$ cat src/rtl/rriot_pkg.sv
// Shared types and constants for the RRIOT bus arbiter.
// Latency: n/a (declarations only).
// Backpressure: n/a.
package rriot_pkg;

  typedef enum logic [1:0] {
    IDLE = 2'd0,
    ADDR = 2'd1,
    WAIT = 2'd2,
    DONE = 2'd3
  } state_t;

  // Bus value that the 6530 decodes to nothing (CS1=0 with RS0=1).
  localparam logic       BUS_IDLE_WE_N = 1'b1;
  localparam logic [9:0] BUS_IDLE_A    = 10'h000;
  localparam logic [7:0] BUS_IDLE_DI   = 8'h00;
  localparam logic       BUS_IDLE_RS0  = 1'b1;
  localparam logic       BUS_IDLE_CS1  = 1'b0;

  // Read data returned when the 6530 does not drive OE.
  localparam logic [7:0] RD_MISS = 8'hFF;

  typedef struct packed {
    logic       we_n;
    logic       rs0;
    logic       cs1;
    logic [9:0] addr;
    logic [7:0] wdata;
  } req_t;

endpackage

$ cat src/rtl/rriot_bus_arbiter_rr_pick.sv
// Round-robin winner select: first requester at or after ptr, wrapping.
// Latency: combinational.
// Backpressure: none; gnt_oh is all-zero when no request is pending.
// Ports: req (request vector), ptr (start index), gnt_oh (one-hot winner),
//        gnt_idx (binary winner index, 0 when none).
module rr_pick #(
  parameter int NREQ = 2,
  localparam int PW = $clog2(NREQ)
) (
  input  logic [NREQ-1:0] req,
  input  logic [PW-1:0]   ptr,
  output logic [NREQ-1:0] gnt_oh,
  output logic [PW-1:0]   gnt_idx
);

  logic found;
  int   j;

  always_comb begin
    gnt_oh  = '0;
    gnt_idx = '0;
    found   = 1'b0;
    j       = 0;
    for (int i = 0; i < NREQ; i++) begin
      // Rotate the scan so it starts at ptr; ptr is always < NREQ.
      j = int'(ptr) + i;
      if (j >= NREQ) j = j - NREQ;
      if (!found && req[j]) begin
        gnt_oh[j] = 1'b1;
        gnt_idx   = PW'(j);
        found     = 1'b1;
      end
    end
  end

endmodule

$ cat src/rtl/rriot_bus_arbiter.sv
// Round-robin arbiter sharing one mcs6530 bus port between NREQ requesters.
// Latency: write ack 3 cycles after req seen in IDLE, read ack 3+READ_LAT.
// Backpressure: requesters hold req until ack; one transaction in flight.
// Ports: phi2/rst_n; per-requester req, req_we_n, req_addr, req_sel {RS0,CS1},
//        req_wdata; gnt/ack/rdata/err back to requesters; bus_* to/from 6530.
module rriot_bus_arbiter
  import rriot_pkg::*;
#(
  parameter int NREQ     = 2,
  parameter int READ_LAT = 1
) (
  input  logic                phi2,
  input  logic                rst_n,
  input  logic [NREQ-1:0]     req,
  input  logic [NREQ-1:0]     req_we_n,
  input  logic [NREQ*10-1:0]  req_addr,
  input  logic [NREQ*2-1:0]   req_sel,
  input  logic [NREQ*8-1:0]   req_wdata,
  output logic [NREQ-1:0]     gnt,
  output logic [NREQ-1:0]     ack,
  output logic [7:0]          rdata,
  output logic                err,
  output logic                bus_we_n,
  output logic [9:0]          bus_a,
  output logic [7:0]          bus_di,
  output logic                bus_rs0,
  output logic                bus_cs1,
  input  logic [7:0]          bus_do,
  input  logic                bus_oe
);

  localparam int PW = $clog2(NREQ);

  state_t          state, state_nxt;
  logic [PW-1:0]   ptr, owner, pick_idx;
  logic [NREQ-1:0] pick_oh;
  logic            cur_we_n;
  logic [1:0]      cnt;
  logic            sample;
  logic            enter_done;
  req_t            pick_fields;

  rr_pick #(.NREQ(NREQ)) u_pick (
    .req     (req),
    .ptr     (ptr),
    .gnt_oh  (pick_oh),
    .gnt_idx (pick_idx)
  );

  // Gather the winning requester's fields from the flat input buses.
  always_comb begin
    pick_fields = '0;
    for (int i = 0; i < NREQ; i++) begin
      if (pick_oh[i]) begin
        pick_fields.we_n  = req_we_n[i];
        pick_fields.rs0   = req_sel[2*i+1];
        pick_fields.cs1   = req_sel[2*i];
        pick_fields.addr  = req_addr[10*i +: 10];
        pick_fields.wdata = req_wdata[8*i +: 8];
      end
    end
  end

  always_ff @(posedge phi2 or negedge rst_n) begin
    if (!rst_n) state <= IDLE;
    else        state <= state_nxt;
  end

  // sample marks the edge at which bus_do/bus_oe carry the read result.
  always_comb begin
    state_nxt = state;
    sample    = 1'b0;
    case (state)
      IDLE: if (|req) state_nxt = ADDR;
      ADDR: begin
        if (!cur_we_n) begin
          state_nxt = DONE;
        end else if (READ_LAT == 0) begin
          sample    = 1'b1;
          state_nxt = DONE;
        end else begin
          state_nxt = WAIT;
        end
      end
      WAIT: begin
        if (cnt == 2'd0) begin
          sample    = 1'b1;
          state_nxt = DONE;
        end
      end
      DONE:    state_nxt = IDLE;
      default: state_nxt = IDLE;
    endcase
  end

  assign enter_done = (state_nxt == DONE) && (state != DONE);

  always_ff @(posedge phi2 or negedge rst_n) begin
    if (!rst_n) begin
      gnt      <= '0;
      ack      <= '0;
      rdata    <= 8'h00;
      err      <= 1'b0;
      ptr      <= '0;
      owner    <= '0;
      cur_we_n <= 1'b1;
      cnt      <= 2'd0;
      bus_we_n <= BUS_IDLE_WE_N;
      bus_a    <= BUS_IDLE_A;
      bus_di   <= BUS_IDLE_DI;
      bus_rs0  <= BUS_IDLE_RS0;
      bus_cs1  <= BUS_IDLE_CS1;
    end else begin
      ack <= '0;
      case (state)
        IDLE: begin
          if (|req) begin
            owner    <= pick_idx;
            gnt      <= pick_oh;
            cur_we_n <= pick_fields.we_n;
            bus_we_n <= pick_fields.we_n;
            bus_a    <= pick_fields.addr;
            bus_di   <= pick_fields.wdata;
            bus_rs0  <= pick_fields.rs0;
            bus_cs1  <= pick_fields.cs1;
          end
        end
        ADDR: begin
          // Write strobe lasts exactly the ADDR cycle.
          bus_we_n <= 1'b1;
          if (state_nxt == WAIT) cnt <= 2'(READ_LAT - 1);
        end
        WAIT: if (cnt != 2'd0) cnt <= cnt - 2'd1;
        DONE: begin
          gnt <= '0;
          ptr <= (owner == PW'(NREQ - 1)) ? '0 : owner + 1'b1;
        end
        default: ;
      endcase

      if (enter_done) begin
        ack      <= gnt;
        bus_we_n <= BUS_IDLE_WE_N;
        bus_a    <= BUS_IDLE_A;
        bus_di   <= BUS_IDLE_DI;
        bus_rs0  <= BUS_IDLE_RS0;
        bus_cs1  <= BUS_IDLE_CS1;
        if (sample) begin
          rdata <= bus_oe ? bus_do : RD_MISS;
          err   <= !bus_oe;
        end else begin
          err   <= 1'b0;
        end
      end
    end
  end

endmodule

$ cat config.mk
export PLATFORM = sky130hd
export DESIGN_NAME = rriot_bus_arbiter
export DESIGN_NICKNAME = d
export VERILOG_FILES = /design/src/rtl/rriot_pkg.sv /design/src/rtl/rriot_bus_arbiter_rr_pick.sv /design/src/rtl/rriot_bus_arbiter.sv
export SDC_FILE = /design/constraint.sdc
export NUM_CORES = 1
export LEC_CHECK = 0
export BUFFER_PORTS_ARGS = -buffer_cell sky130_fd_sc_hd__buf_2
export CAP_MARGIN = 15
export CORE_MARGIN = 2
export CORE_UTILIZATION = 24
export CTS_CLUSTER_SIZE = 24
export DETAILED_ROUTE_END_ITERATION = 8
export GPL_ROUTABILITY_DRIVEN = 0
export PLACE_DENSITY = 0.55
export SKIP_CTS_REPAIR_TIMING = 1
export SYNTH_ARGS = -nofsm -noshare
export SYNTH_HDL_FRONTEND = slang
export SYNTH_SLANG_ARGS = --single-unit
$ cat constraint.sdc
create_clock -name phi2 -period 3 [get_ports phi2]
set_input_delay 0.15 -clock phi2 [delete_from_list [all_inputs] [get_ports phi2]]
set_output_delay 0.15 -clock phi2 [all_outputs]
set_load 0.01 [all_outputs]
==> results.yml, run 1 <==
sta:
  hold_violations: 17
  finalCritPeriodShare: 0.7127
  clock.fmax_mhz: 467.7
  rsz0062_at_grt: "false"
  fin_skew_ps: 4.244
  setup_viol: 0
  slew_viol_final: 0
  max_slew_margin: 0.3799
  holdWs_ps: -16.32
  tightest_slew_ps: 930.2
  fin_setup_tns_ps: 0
  period_minus_slack_ps: 2138
clock_tree:
  cts_sinks: 41
  cts_tree: "yes"
  clock_latency_ps: 300
  cts_buffers: 5
  ctsRootBufferMaster: "clkbuf_8"
  cts_buffer_depth: 2
  clkTransAtPathRegs_ps: 90
  htreeDepth: 2
logic_synthesis:
  avgSynthCellArea_um2: 11.06
  ys_seq_area_frac: 0.4611
  synth_cell_types: 44
  async_flop_share: 1.000
  synth_seq_cells: 41
  synth_fp_nets: 263
  ys.warnings.count: 0
  synth_edf_count: 0
  yosysMostFrequentCell: "dfrtp_1"
  synth_top_cells_by_area: "dfrtp_1, o22ai_1, a21oi_2"
  netlist_instances: 202
  yosys-top-cells-count: "dfrtp_1, o22ai_1, a21oi_2, nor2b_1"
  synth_top_cell_by_area: "dfrtp_1"
  synth_ff_type: "dfrtp_1"
  yosys.area.top_type_share: 0.4258
  syn_area_um2: 2233
detailed_routing:
  drt-met1-wl_mm: 2.520
  top_layer: "met4"
  ant_nets: 0
  wl_mm: 5.489
  viasPerCell: 4.657
  drt_iter0_markers: 55
  wl_per_cell_um: 13.83
  firstDrtPassIters: 4
  via_count: 1849
  wl_met3_um: 297
  wl_met2_mm: 2.650
  drc: 0
global_routing:
  gr-total-overflow: 0
  globalRouteTotalUtil: 0.1149
  grt_max_degree: 42
  grt_pass1_vias: 1819
  antenna_found_initial: 0
  grt_pass1_wl_mm: 9.025
power_and_ir_drop:
  ir_drop_mv: 0.3702
  p_switching_mw: 1.443
  pwr-share-comb: 0.571
  p_leak_nw: 1.309
  clockPowerShare: 0.117
  p_total_mw: 3.175
  internal-power_mw: 1.732
  swShare: 0.4546
  p_seq_frac: 0.312
  p_per_area_nw_per_um2: 1120
hold_path:
  hp-class: "in -> async"
cells_and_area:
  layout-drive-gt1-share: 0.5350
  diodes: 0
  area_growth_pct: 26.89
  n_fill_cell: 983
  fin_nets: 346
  final_area_um2: 2834
placed_design:
  port_buffers: 88
  post_dp_cell_area_um2: 2744
  dp.final_hpwl_mm: 3.965
setup_path:
  r2r_cells: 6
  path_max_fanout: 23
  cp.arrival_ps: 2360
  worstSetupEndpointType: "flop"
  worstPathRequired_ps: 3220
  critical_path_class: "reg -> reg"
  worstSetupStartpointType: "flop"
floorplanning:
  die_x_um: 100.5
  die_h_um: 100.5
  ios: 89
  coreArea_um2: 9153
  die_area_um2: 10090
  placementRows: 35
  start_util: 0.2440
run_status:
  violations: "hold timing"
  status: "complete, but fails checks"
job:
  timing.max_cap.violations: 0
-- cells in the final DEF, fill, tap and decap left out, drive strengths merged --
| cell type | instances |
|---|---|
| a211oi | 1 |
| a21bo | 1 |
| a21boi | 1 |
| a21oi | 26 |
| a221o | 1 |
| a22o | 1 |
| a31oi | 2 |
| a41o | 2 |
| and2 | 2 |
| buf | 91 |
| clkbuf | 5 |
| clkinv | 1 |
| clkinvlp | 1 |
| dfrtp | 38 |
| dfstp | 3 |
| ha | 6 |
| inv | 9 |
| mux2i | 2 |
| nand2 | 13 |
| nand2b | 1 |
| nand3 | 1 |
| nand3b | 1 |
| nand4 | 1 |
| nand4bb | 1 |
| nor2 | 6 |
| nor2b | 11 |
| o21a | 2 |
| o21ai | 10 |
| o221ai | 1 |
| o22ai | 40 |
| o311ai | 1 |
| o32ai | 1 |
| o41ai | 1 |
| or2 | 1 |
| or4b | 1 |
-- final timing paths --
path,from,to,slack (ps)
worst min-delay path,rst_n,gnt[1],-20
worst min register to register,owner,ptr,450
max in group asynchronous,rst_n,rdata[4],2430
worst max register to register,state[0],bus_we_n,860
min in group phi2,bus_do[6],rdata[6],90
worst max-delay path,state[0],bus_we_n,860
-- cell families (layout without fill, tap and decap cells) --
group,after synthesis,in the layout,share of synthesized area
AOI/OAI and AO/OA,91,91,0.3210
DFF,41,41,0.4611
and+or+nand+nor,39,39,0.1165
buffers and inverters,23,107,0.05882
adders and majority gates,6,6,0.03361
muxes,2,2,0.008964
-- per-stage QoR --
step	util	setup slack (ps)	hold WS, ps	instances
5_1_grt	0.3096	702.7	70.65	397
6_report	0.3096	862.0	-16.32	397
3_5_place_dp	0.2998	849.2	357.9	389
4_1_cts	0.3096	837.0	34.09	397
3_3_place_gp	0.2998	934.6	360.3	389
2_1_floorplan	-	1182	-145.6	202
-- registers in the layout, summed over array words and instances, names as in the netlist --
signal,flops
state,2
bus_rs0,1
owner,1
ack,2
bus_di,8
bus_a,10
ptr,1
err,1
bus_we_n,1
bus_cs1,1
cur_we_n,1
gnt,2
rdata,8
cnt,2
-- cell type report --
cell class,count,area (um2),share of cell area
clock buffer,5,68.82,0.02428
multi-input combinational,138,1082,0.3819
sequential,41,1030,0.3634
timing repair buffer,91,462.9,0.1634
tap,111,138.9,0.04901
inverter,8,30.03,0.01060
clock inverter,3,21.27,0.007506
-- power by group through the flow --
stage / registers [mW] / logic (mW) / clock network [mW]
floorplan: 1.08 / 1.33 / 0
global placement: 1.01 / 1.80 / 0
detailed placement: 1.01 / 1.84 / 0
CTS: 0.997 / 1.84 / 0.393
global route: 1.03 / 2.03 / 0.420
finish: 0.992 / 1.81 / 0.370
-- routing by layer --
layer,GRT usage,vias to the layer above
met1,0.1502,867
met2,0.1874,61
met4,0.02634,0
li1,-,919
met5,0,-
met3,0.03467,2
-- worst max-delay path, cell delays in order (launching register included) --
cell      delay, ps
dfrtp_1         440
inv_1           130
ha_1            290
or4b_4          550
nand3b_4        300
nor2_2           70
a221o_1         280
Note: power is estimated with default switching activity, not from simulation.
==> run 2, diff against run 1 <==
clock period = 2 ns   (was 3 ns; I/O delays follow)
==> run 2 against run 1 <==
The run now ends clean. Fmax up 17%. Setup slack worse by 690 ps. Clock skew is 5.2 ps higher. Die area is the same. First-iteration DRC count increased by 95%.
==> results.yml, run 2 (synthesized netlist as in run 1, its figures left out) <==
run_status:
  status: "finished clean"
clock_tree:
  ctsRootBufferMaster: "clkbuf_8"
  cts_sinks: 41
  htreeDepth: 2
  clock_latency_ps: 300
  cts_buffers: 5
  clkTransAtPathRegs_ps: 90
  cts_buffer_depth: 2
  cts_tree: "yes"
floorplanning:
  start_util: 0.2440
  die_h_um: 100.5
  die_x_um: 100.5
  coreArea_um2: 9153
  placementRows: 35
  ios: 89
  die_area_um2: 10090
power_and_ir_drop:
  pwr-share-comb: 0.582
  p_total_mw: 5.225
  ir_drop_mv: 0.5371
  swShare: 0.4284
  p_leak_nw: 1.388
  p_seq_frac: 0.288
  p_switching_mw: 2.238
  clockPowerShare: 0.130
  internal-power_mw: 2.987
  p_per_area_nw_per_um2: 1755
sta:
  fin_skew_ps: 9.432
  clock.fmax_mhz: 546.2
  hold_violations: 0
  rsz0062_at_grt: "false"
  max_slew_margin: 0.6831
  slew_viol_final: 0
  setup_viol: 0
  tightest_slew_ps: 475.4
  fin_setup_tns_ps: 0
  finalCritPeriodShare: 0.9155
  period_minus_slack_ps: 1831
global_routing:
  globalRouteTotalUtil: 0.1216
  gr-total-overflow: 0
  antenna_found_initial: 0
  grt_pass1_vias: 1894
  grt_pass1_wl_mm: 9.701
  grt_max_degree: 32
detailed_routing:
  firstDrtPassIters: 6
  drt_iter0_markers: 107
  ant_nets: 0
  wl_per_cell_um: 14.35
  via_count: 1906
  viasPerCell: 4.660
  drc: 0
  wl_mm: 5.871
setup_path:
  worstPathRequired_ps: 2230
  worstSetupEndpointType: "flop"
  worstSetupStartpointType: "flop"
  path_max_fanout: 14
  cp.arrival_ps: 2060
  startpoint: "state[0]"
  r2r_cells: 7
  r2r_slack_ps: 170
  timing.rr.end: "bus_a[1]"
  critical_path_class: "reg -> reg"
  r2r_start: "state[0]"
  critical_path.endpoint: "bus_a[1]"
cells_and_area:
  largest_register_ffs: 10
  final_cell_mix: "buf_2, dfrtp_1, o22ai_1"
  reg_top3: "bus_a: 10 flops, bus_di: 8 flops, rdata: 8 flops"
  fin_nets: 358
  layout-drive-gt1-share: 0.5503
  final_area_um2: 2977
  diodes: 0
  final_common_cell: "buf_2"
  final_core_util: 0.3252
  regMostFlops: "bus_a"
  area_growth_pct: 33.28
placed_design:
  port_buffers: 88
  post_dp_cell_area_um2: 2801
  dp.final_hpwl_mm: 4.194
job:
  timing.max_cap.violations: 0
hold_path:
  hp-class: "in -> reg"
run 2: layer usage:
| metal | vias up | track usage | share of wire |
|---|---|---|---|
| met3 | 0 | 0.03606 | 0.049 |
| met2 | 58 | 0.2024 | 0.50 |
| met1 | 899 | 0.1611 | 0.45 |
| li1 | 949 | - | - |
| met4 | 0 | 0.01581 | 0 |
| met5 | - | 0 | 0 |
run 2: power by group through the flow:
stage	sequential (mW)	combinational (mW)	clock, mW
floorplan	1.63	2.00	0
global placement	1.52	2.84	0
detailed placement	1.52	2.90	0
CTS	1.51	2.90	0.707
global route	1.55	3.39	0.754
finish	1.50	3.04	0.680
run 2: worst min-delay path by stage:
| stage | start | end | slack [ps] | depth (start not counted) |
|---|---|---|---|---|
| after floorplan | rst_n | ack[0] | -200 | 0 |
| after global placement | rst_n | ack[0] | 100 | 1 |
| after detailed placement | rst_n | ack[1] | 100 | 1 |
| after CTS | rst_n | gnt[0] | -230 | 1 |
| after global routing | bus_do[7] | rdata[7] | 40 | 3 |
| final | bus_do[7] | rdata[7] | 40 | 3 |
run 2: critical path: stages (launching register included):
cell and delay, ps:
dfrtp_1 440, inv_2 100, ha_1 170, or4b_4 510, nand3b_4 170, buf_12 160
o22ai_1 90, a21oi_2 110
run 2: stage by stage:
step | setup WS [ps] | hold WS, ps | std cells
after global placement | 147.7 | 95.78 | 395
after floorplan | 182.3 | -195.6 | 202
after CTS | 92.13 | -228.5 | 403
after global routing | 22.01 | 37.67 | 409
final | 169.0 | 36.08 | 409
after detailed placement | 106.5 | 98.21 | 395
run 2: layout make-up:
class | count | area [um2]
clock buffers | 6 | 72.57
clock inverters | 2 | 38.79
fillers | 977 | 6176
inverters | 8 | 30.03
multi-input cells | 138 | 1082
flip-flops and latches | 41 | 1030
well taps | 111 | 138.9
repair buffers | 103 | 584.3
